==> src/rtl/ipf_pkg.sv <==
// rtl/ipf_pkg.sv - shared types for the instruction prefetch buffer
package ipf_pkg;

  // Fetch sequencer: at most one ICache request outstanding at any time.
  typedef enum logic {
    ISSUE     = 1'b0,
    WAIT_RESP = 1'b1
  } ipf_state_t;

  // One queued instruction word together with the address it was fetched from.
  typedef struct packed {
    logic [31:0] pc;
    logic [31:0] inst;
  } fetch_entry_t;

endpackage

==> src/rtl/ipf_fifo.sv <==
// rtl/ipf_fifo.sv - synchronous FIFO of fetch entries with flush and occupancy count
module ipf_fifo
  import ipf_pkg::*;
#(
  parameter int DEPTH = 4,
  localparam int AW = $clog2(DEPTH),
  localparam int CW = AW + 1
) (
  input  logic         clk_i,
  input  logic         reset_i,
  input  logic         flush_i,
  input  logic         push_i,
  input  fetch_entry_t push_data_i,
  input  logic         pop_i,
  output logic [CW-1:0] count_o,
  output fetch_entry_t head_o
);

  fetch_entry_t mem_q [DEPTH];
  logic [AW-1:0] wptr_q;
  logic [AW-1:0] rptr_q;
  logic [CW-1:0] count_q;

  // Pointers and count; flush discards every entry in one cycle.
  always_ff @(posedge clk_i) begin
    if (reset_i || flush_i) begin
      wptr_q  <= '0;
      rptr_q  <= '0;
      count_q <= '0;
    end else begin
      if (push_i) wptr_q <= wptr_q + AW'(1);
      if (pop_i)  rptr_q <= rptr_q + AW'(1);
      if (push_i && !pop_i)      count_q <= count_q + CW'(1);
      else if (!push_i && pop_i) count_q <= count_q - CW'(1);
    end
  end

  // Storage array; contents need no reset because count gates visibility.
  always_ff @(posedge clk_i) begin
    if (push_i && !flush_i && !reset_i) mem_q[wptr_q] <= push_data_i;
  end

  assign count_o = count_q;
  assign head_o  = mem_q[rptr_q];

endmodule

==> src/rtl/inst_prefetch_buffer.sv <==
// rtl/inst_prefetch_buffer.sv - sequential ICache fetcher and decode queue; IPF_BYPASS_EN enables empty-queue bypass
module inst_prefetch_buffer
  import ipf_pkg::*;
#(
  parameter int          DEPTH    = 4,
  parameter logic [31:0] RESET_PC = 32'h0
) (
  input  logic        clk_i,
  input  logic        reset_i,
  input  logic        redirect_valid_i,
  input  logic [31:0] redirect_pc_i,
  output logic        ireq_valid_o,
  output logic [31:0] ireq_addr_o,
  input  logic        ireq_ready_i,
  input  logic        iresp_valid_i,
  input  logic [31:0] iresp_addr_i,
  input  logic [31:0] iresp_rdata_i,
  output logic        iresp_ready_o,
  output logic        ptw_kill_o,
  output logic        out_valid_o,
  input  logic        out_ready_i,
  output logic [31:0] out_pc_o,
  output logic [31:0] out_inst_o
);

  localparam int CW = $clog2(DEPTH) + 1;

  ipf_state_t    state_q, state_d;
  logic [31:0]   fetch_pc_q, fetch_pc_d;
  logic [31:0]   inflight_q, inflight_d;

  logic [CW-1:0] count;
  fetch_entry_t  head;
  fetch_entry_t  push_entry;
  logic          fifo_nonempty;
  logic          issue;
  logic          handshake;
  logic          resp_hit;
  logic          push;
  logic          pop;

  assign fifo_nonempty = (count != '0);

  // A request is only raised while a FIFO slot is free for the word it will return.
  assign issue        = (state_q == ISSUE) && (count < CW'(DEPTH)) && !reset_i && !redirect_valid_i;
  assign handshake    = issue && ireq_ready_i;
  assign ireq_valid_o = issue;
  assign ireq_addr_o  = fetch_pc_q;

  // Only the response for the outstanding address counts; anything else is ignored.
  assign resp_hit = (state_q == WAIT_RESP) && iresp_valid_i && (iresp_addr_i == inflight_q)
                    && !redirect_valid_i && !reset_i;

  assign iresp_ready_o = 1'b1;
  assign ptw_kill_o    = reset_i || redirect_valid_i;

  assign pop        = !reset_i && !redirect_valid_i && fifo_nonempty && out_ready_i;
  assign push_entry = '{pc: inflight_q, inst: iresp_rdata_i};

`ifdef IPF_BYPASS_EN
  logic bypass;
  assign bypass      = resp_hit && !fifo_nonempty;
  assign out_valid_o = !reset_i && (fifo_nonempty || bypass);
  assign out_pc_o    = bypass ? inflight_q    : head.pc;
  assign out_inst_o  = bypass ? iresp_rdata_i : head.inst;
  assign push        = resp_hit && !(bypass && out_ready_i);
`else
  assign out_valid_o = !reset_i && fifo_nonempty;
  assign out_pc_o    = head.pc;
  assign out_inst_o  = head.inst;
  assign push        = resp_hit;
`endif

  ipf_fifo #(
    .DEPTH(DEPTH)
  ) u_fifo (
    .clk_i       (clk_i),
    .reset_i     (reset_i),
    .flush_i     (redirect_valid_i),
    .push_i      (push),
    .push_data_i (push_entry),
    .pop_i       (pop),
    .count_o     (count),
    .head_o      (head)
  );

  // Next fetch state; a redirect abandons whatever request is in flight.
  always_comb begin
    state_d    = state_q;
    fetch_pc_d = fetch_pc_q;
    inflight_d = inflight_q;
    if (redirect_valid_i) begin
      state_d    = ISSUE;
      fetch_pc_d = redirect_pc_i;
    end else begin
      case (state_q)
        ISSUE: begin
          if (handshake) begin
            state_d    = WAIT_RESP;
            inflight_d = fetch_pc_q;
            fetch_pc_d = fetch_pc_q + 32'd4;
          end
        end
        WAIT_RESP: begin
          if (resp_hit) state_d = ISSUE;
        end
        default: state_d = ISSUE;
      endcase
    end
  end

  // Fetch state registers.
  always_ff @(posedge clk_i) begin
    if (reset_i) begin
      state_q    <= ISSUE;
      fetch_pc_q <= RESET_PC;
      inflight_q <= '0;
    end else begin
      state_q    <= state_d;
      fetch_pc_q <= fetch_pc_d;
      inflight_q <= inflight_d;
    end
  end

endmodule

==> config.mk <==
export PLATFORM = sky130hd
export DESIGN_NAME = inst_prefetch_buffer
export DESIGN_NICKNAME = d
export VERILOG_FILES = /design/src/rtl/ipf_pkg.sv /design/src/rtl/ipf_fifo.sv /design/src/rtl/inst_prefetch_buffer.sv
export SDC_FILE = /design/constraint.sdc
export NUM_CORES = 1
export LEC_CHECK = 0
export CAP_MARGIN = 10
export CORE_MARGIN = 2
export CORE_UTILIZATION = 55
export CTS_CLUSTER_DIAMETER = 40
export DETAILED_ROUTE_END_ITERATION = 12
export HOLD_SLACK_MARGIN = 0.12
export PLACE_DENSITY_LB_ADDON = 0.1
export SYNTH_ARGS = -nofsm -noshare
export SYNTH_HDL_FRONTEND = slang
export SYNTH_SLANG_ARGS = --single-unit
export TNS_END_PERCENT = 10
==> constraint.sdc <==
create_clock -name clk_i -period 9.11 [get_ports clk_i]
set_clock_uncertainty 0.1 [all_clocks]
set_input_delay 1.3665 -clock clk_i [delete_from_list [all_inputs] [get_ports clk_i]]
set_output_delay 1.3665 -clock clk_i [all_outputs]
set_load 0.01 [all_outputs]
==> impl_metrics.csv, run 1 <==
group,metric,value,unit
status,status,"completed",
power_and_ir_drop,power_frac_comb,0.040,
sta,min_period_over_period,0.520,
sta,setup_tns,0,ps
grt,grt_overflow,0,
setup_path,endpoint_kind,"output port",
routing,routed_wl,29.0,mm
setup_path,cp_cell_sequence,"clkdlybuf4s50_1 -> buf_4 -> nor2_1 -> clkinv_1 -> clkdlybuf4s50_1",
setup_path,reg2reg_slack,5310,ps
grt,grt_max_degree,69,
job,maxCapViolCount,0,
setup_path,slowest_delay,560,ps
clocking,clk_pin_slew_worst_paths,60,ps
yosys,synthArstFlopShare,0,
power_and_ir_drop,p_seq_frac,0.497,
sta,timing.hold.ws,378,ps
yosys,synth_simple_gate_area_frac,0.0778,
place,gp_congestion,0.861,
sta,period_needed,4740,ps
sta,final_hold_viol_count,0,
routing,viasPerCell,5.71,
clocking,cts_resized,0,
setup_path,crit_family,"buffers and inverters",
sta,rsz0062_at_grt,"no",
clocking,insertion_delay,520,ps
routing,wl_per_cell,21.1,microns
routing,via_count,7860,
sta,finalMaxSlewViolations,0,
clocking,cts_buffers,39,
floorplan,start_util,0.557,
clocking,postCtsSetupBuffers,0,
setup_path,cp.required,7640,ps
sta,setup_viol,0,
sta,fmax,211,MHz
power_and_ir_drop,internal_power,2.63,mW
yosys,synth_area_per_cell,15.8,sq um
power_and_ir_drop,clkPwrFrac,0.463,
sta,worst_pin_slew,1060,ps
clocking,cts_tree,"done",
final_layout,syn2layout_area_growth,27.4,%
hold_path,hp-class,"reg -> reg",
floorplan,dieArea,0.0250,sq mm
yosys,syn-cell-area,0.0130,sq mm
setup_path,cp.arrival,3270,ps
setup_path,path_common_cell,"clkdlybuf4s50_1",
floorplan,die_width,158,microns
setup_path,slowest_stage,"clkdlybuf4s50_1",
yosys,synthCells,824,
yosys,syn-num-nets,933,
place,port_buffers,200,
yosys,synth_seq_area_share,0.703,
sta,fin_ws,4370,ps
final_layout,utilization,0.710,
power_and_ir_drop,total_leakage_power,5.51,nW
power_and_ir_drop,irDropWorstVdd,125,uV
yosys,synth_warnings,0,
final_layout,drive_above_1_share,0.144,
floorplan,die_y,158,microns
grt,grt_pass1_vias,7750,
floorplan,core-area,0.0234,sq mm
clocking,root_buffer,"clkbuf_16",
setup_path,path_buf_inv,4,
final_layout,final_nets,1136,
setup_path,setup.worst_path.class,"in -> out",
sta,relSlewSlack,0.291,
yosys,synth_compound_gate_area_share,0.0512,
clocking,clockBufferDepth,3,
yosys,synth_ff_type,"edfxtp_1",
power_and_ir_drop,p_sw,680,uW
yosys,synthMuxAreaShare,0.116,
final_layout,antennaDiodeCount,0,
grt,grt_use_total,0.235,
yosys,ys_seq_elements,330,
routing,drcViolationCount,0,
power_and_ir_drop,power.density,199,mW/mm^2
grt,grt_pass1_wl,44.0,mm
routing,first_pass_iters,6,
grt,antenna_found_initial,0,
yosys,synthXorXnorAreaFrac,0.0262,
setup_path,cp_max_fo,38,
final_layout,final_common_cell,"edfxtp_1",
clocking,htreeDepth,2,
yosys,synth_edf_count,256,
routing,drtIter0Drc,661,
floorplan,rows,56,
yosys,synth_top_family_by_area,"multiplexers",
setup_path,cp-start-kind,"input port",
routing,ant_nets,0,
clocking,cts.sinks,330,
place,dp_slack,4020,ps
power_and_ir_drop,swShare,0.206,
clocking,hold_buffers,0,
final_layout,final_cell_mix,"256 x edfxtp_1, 199 x clkdlybuf4s50_1, 97 x nand2_1, 72 x dfxtp_1, 64 x mux4_2",
place,hpwl,17.3,mm
yosys,ys_types,52,
floorplan,num_io_pins,202,
yosys,synth_adder_area_share,0.00729,
[worst paths after layout]
| path | startpoint | to | cells past startpoint |
|---|---|---|---|
| setup / recovery | redirect_valid_i | ptw_kill_o | 5 |
| setup reg to reg | inflight_q[24]$_SDFFE_PP0P_ | u_fifo.count_o[2]$_SDFFE_PP0P_ | 10 |
| hold / removal | ireq_addr_o[0]$_SDFFE_PP0P_ | inflight_q[0]$_SDFFE_PP0P_ | 2 |
| hold reg to reg | ireq_addr_o[0]$_SDFFE_PP0P_ | inflight_q[0]$_SDFFE_PP0P_ | 2 |
[cells in the mapped netlist, types with 2 or more instances]
| cell type | number | area share |
|---|---|---|
| nand3_1 | 10 | 0.0038 |
| nand4b_1 | 2 | 0.0013 |
| nor4_2 | 2 | 0.0019 |
| or4_1 | 2 | 0.0012 |
| dfxtp_1 | 74 | 0.11 |
| mux4_2 | 64 | 0.11 |
| nand4_2 | 2 | 0.0019 |
| and3_1 | 5 | 0.0024 |
| o22ai_1 | 2 | 0.00096 |
| a41oi_1 | 2 | 0.0013 |
| nor3_1 | 7 | 0.0027 |
| mux2_2 | 3 | 0.0026 |
| xnor2_1 | 20 | 0.013 |
| buf_2 | 15 | 0.0058 |
| a22oi_1 | 4 | 0.0023 |
| buf_1 | 3 | 0.00086 |
| ha_1 | 6 | 0.0058 |
| or3_1 | 3 | 0.0014 |
| nor4_1 | 9 | 0.0043 |
| mux2i_1 | 4 | 0.0031 |
| inv_1 | 13 | 0.0037 |
| and2_1 | 8 | 0.0038 |
| xor2_1 | 19 | 0.013 |
| clkbuf_1 | 24 | 0.0069 |
| nand2_1 | 98 | 0.028 |
| nand4_1 | 20 | 0.0096 |
| o21ai_0 | 19 | 0.0073 |
| a21oi_1 | 56 | 0.021 |
| a31oi_1 | 21 | 0.010 |
| a32oi_1 | 5 | 0.0034 |
| nor2_1 | 26 | 0.0075 |
| edfxtp_1 | 256 | 0.59 |
[layer usage]
layer  part of all wire  global-route usage
met1               0.43               0.330
met2               0.48               0.372
met3              0.074              0.0512
met4              0.024              0.0708
met5                  0                   0
[worst min-delay path, delay by kind of cell (launching register included)]
family             cells  cell delay (ps)
DFF                    1              320
and+or+nand+nor        1               60
AOI/OAI and AO/OA      1               50
[area by class of cell]
class | instances | area [sq um]
sequential | 330 | 9180
fill | 1622 | 6790
multi-input combinational | 437 | 3660
timing repair buffer | 205 | 2030
clock buffer | 49 | 1080
tap | 319 | 399
clock inverter | 22 | 219
inverter | 14 | 52.6
[logic make-up after synthesis]
group	Yosys count
simple gates	203
flops	330
mux	71
xor+xnor	39
compound gates	116
other cells	1
buf+inv	57
fa+ha+maj	7
[state kept, by name (all words and copies together) (netlist names), named ones only]
signal          flops
inflight_q         32
ireq_addr_o        32
state_q             1
u_fifo.count_o      3
u_fifo.mem_q      256
u_fifo.rptr_q       2
u_fifo.wptr_q       2
[power groups by stage]
stage,Sequential [mW],Combinational (mW),Clock [mW]
finish,1.64,0.131,1.53
global route,1.64,0.140,1.61
CTS,1.64,0.130,1.55
detailed placement,1.67,0.129,0
global placement,1.67,0.128,0
floorplan,1.67,0.0426,0
[per-stage QoR]
stage	cell area (sq um)	instances	total power, mW
2_1_floorplan	13000	824	1.71
3_3_place_gp	15300	1305	1.80
3_5_place_dp	15300	1305	1.80
4_1_cts	16600	1376	3.33
5_1_grt	16600	1376	3.40
6_report	16600	1376	3.31
(Power assumes the default switching activity.)
==> run 2: changes to the inputs <==
--- a/config.mk
+++ b/config.mk
@@ -7,7 +7,7 @@
 export LEC_CHECK = 0
 export CAP_MARGIN = 10
 export CORE_MARGIN = 2
-export CORE_UTILIZATION = 55
+export CORE_UTILIZATION = 49
 export CTS_CLUSTER_DIAMETER = 40
 export DETAILED_ROUTE_END_ITERATION = 12
 export HOLD_SLACK_MARGIN = 0.12
==> constraint.sdc (replaced) <==
create_clock -name clk_i -period 4.22 [get_ports clk_i]
set_clock_uncertainty 0.1 [all_clocks]
set_input_delay 0.633 -clock clk_i [delete_from_list [all_inputs] [get_ports clk_i]]
set_output_delay 0.633 -clock clk_i [all_outputs]
set_load 0.01 [all_outputs]
==> impl_metrics.csv, run 2 (synthesis results as in run 1) <==
group,metric,value,unit
status,status,"finished with violations",
status,violations,"DRC",
sta,min_period_over_period,0.780,
setup_path,slowest_stage,"clkdlybuf4s50_1",
final_layout,instances_no_fill,1423,
setup_path,setup.worst_path.class,"in -> reg",
sta,final_hold_viol_count,0,
place,dp_cells,1339,
final_layout,drive_above_1_share,0.165,
routing,drtIter0Drc,803,
final_layout,largest_register,"u_fifo.mem_q",
clocking,hold_buffers,0,
power_and_ir_drop,power.density,438,mW/mm^2
clocking,postCtsSetupBuffers,0,
clocking,clk_pin_slew_worst_paths,50,ps
setup_path,crit-reg2reg-launch,"inflight_q[27]$_SDFFE_PP0P_",
sta,period_needed,3290,ps
sta,setup_viol,0,
setup_path,path_common_cell,"xor2_1",
clocking,clockBufferDepth,3,
final_layout,final_common_cell,"edfxtp_1",
grt,grt_use_total,0.214,
setup_path,crit_cells,12,
final_layout,regArea,0.00918,sq mm
clocking,cts_buffers,45,
setup_path,cp.required,4580,ps
setup_path,cp_cell_sequence,"clkdlybuf4s50_1 -> xor2_1 -> nor4_1 -> buf_4 -> nand4_1 -> nor4_2 -> ha_1 -> inv_1 -> fa_1 -> xor2_1 -> or3_1 -> a21oi_1",
routing,drcViolationCount,9,
floorplan,rows,59,
clocking,root_buffer,"clkbuf_16",
final_layout,antennaDiodeCount,0,
floorplan,die_width,167,microns
floorplan,die_y,167,microns
setup_path,cp-start-kind,"input port",
floorplan,start_util,0.499,
grt,grt_overflow,0,
hold_path,hp-class,"reg -> reg",
floorplan,dieArea,0.0279,sq mm
routing,first_pass_iters,10,
routing,viasPerCell,5.61,
final_layout,final_cell_mix,"256 x edfxtp_1, 199 x clkdlybuf4s50_1, 97 x nand2_1, 72 x dfxtp_1, 64 x mux4_2",
final_layout,largest_reg_flops,256,
setup_path,cp_max_fo,2,
clocking,htreeDepth,2,
setup_path,crit_family,"simple AND/OR/NAND/NOR gates",
setup_path,reg2reg_depth,10,
sta,finalMaxSlewViolations,0,
clocking,insertion_delay,540,ps
setup_path,crit_start,"iresp_addr_i[24]",
power_and_ir_drop,power,7.48,mW
routing,routed_wl,29.7,mm
sta,worst_pin_slew,630,ps
final_layout,layout.filler_cells,1847,
sta,fmax,304,MHz
setup_path,crit_end,"u_fifo.count_o[2]$_SDFFE_PP0P_",
floorplan,num_io_pins,202,
final_layout,syn2layout_area_growth,30.9,%
floorplan,core-area,0.0261,sq mm
clocking,cts_tree,"done",
sta,setup_tns,0,ps
place,port_buffers,200,
final_layout,design_area,0.0171,sq mm
grt,grt_pass1_wl,46.0,mm
sta,relSlewSlack,0.576,
setup_path,cp.arrival,3650,ps
place,dp_slack,357,ps
clocking,cts_resized,0,
setup_path,path_buf_inv,3,
setup_path,reg2reg_slack,1080,ps
grt,grt_max_degree,60,
grt,grt_pass1_vias,8031,
sta,rsz0062_at_grt,"no",
routing,wl_per_cell,20.9,microns
grt,antenna_found_initial,0,
setup_path,endpoint_kind,"register",
power_and_ir_drop,total_leakage_power,5.70,nW
routing,via_count,7979,
sta,timing.hold.ws,376,ps
setup_path,rr_endpoint,"u_fifo.count_o[2]$_SDFFE_PP0P_",
power_and_ir_drop,irDropWorstVdd,344,uV
setup_path,slowest_delay,510,ps
final_layout,utilization,0.653,
final_layout,final_nets,1160,
sta,fin_ws,927,ps
clocking,cts.sinks,330,
job,maxCapViolCount,0,
routing,ant_nets,0,
place,hpwl,19.3,mm
final_layout,multi_input_area,0.00365,sq mm
place,dpl_cell_area,0.0156,sq mm
place,gp_congestion,0.847,
-- run 2: changes by cell type in the layout (fill, tap and decap cells not counted), moves of 4 or more --
cell,delta
inv_6,+6
clkbuf_16,+4
buf_4,+9
clkinvlp_4,+4
buf_12,+9
-- run 2: worst reg2reg max path, delay by kind of cell, from the launching register on --
kind	cells	cell delay (ps)
buf+inv	1	60
xor+xnor	2	490
flops	1	350
compound gates	1	160
fa+ha+maj	2	610
simple gates	4	1290
-- run 2: routing by layer --
| layer | GRT usage | up-vias | wire length, microns |
|---|---|---|---|
| met3 | 0.0485 | 45 | 2370 |
| met2 | 0.340 | 298 | 14100 |
| met4 | 0.0643 | 0 | 614 |
| met1 | 0.300 | 3956 | 12700 |
| met5 | 0 | - | 0 |
| li1 | - | 3680 | - |
-- run 2: area by class of cell --
class | count | share of cell area
multi-input cells | 437 | 0.214
flip-flops and latches | 330 | 0.537
repair buffers | 223 | 0.134
clock inverters | 31 | 0.0196
well taps | 335 | 0.0246
clock buffers | 53 | 0.0677
inverters | 14 | 0.00308
-- run 2: worst min-delay path by stage --
stage / from / to / slack (ps) / cells after the start
floorplan: u_fifo.wptr_q[1]$_SDFFE_PP0P_ / u_fifo.wptr_q[1]$_SDFFE_PP0P_ / 370 / 2
global placement: ireq_addr_o[1]$_SDFFE_PP0P_ / inflight_q[1]$_SDFFE_PP0P_ / 360 / 2
detailed placement: ireq_addr_o[1]$_SDFFE_PP0P_ / inflight_q[1]$_SDFFE_PP0P_ / 370 / 2
CTS: reset_i / ireq_addr_o[0]$_SDFFE_PP0P_ / 370 / 2
global route: ireq_addr_o[1]$_SDFFE_PP0P_ / inflight_q[1]$_SDFFE_PP0P_ / 400 / 2
finish: ireq_addr_o[1]$_SDFFE_PP0P_ / inflight_q[1]$_SDFFE_PP0P_ / 380 / 2
-- run 2: report_power, final --
group          internal (mW)  switching, mW
combinational          0.155          0.130
sequential              3.50         0.0453
clock                   2.25           1.40
total                   5.91           1.58
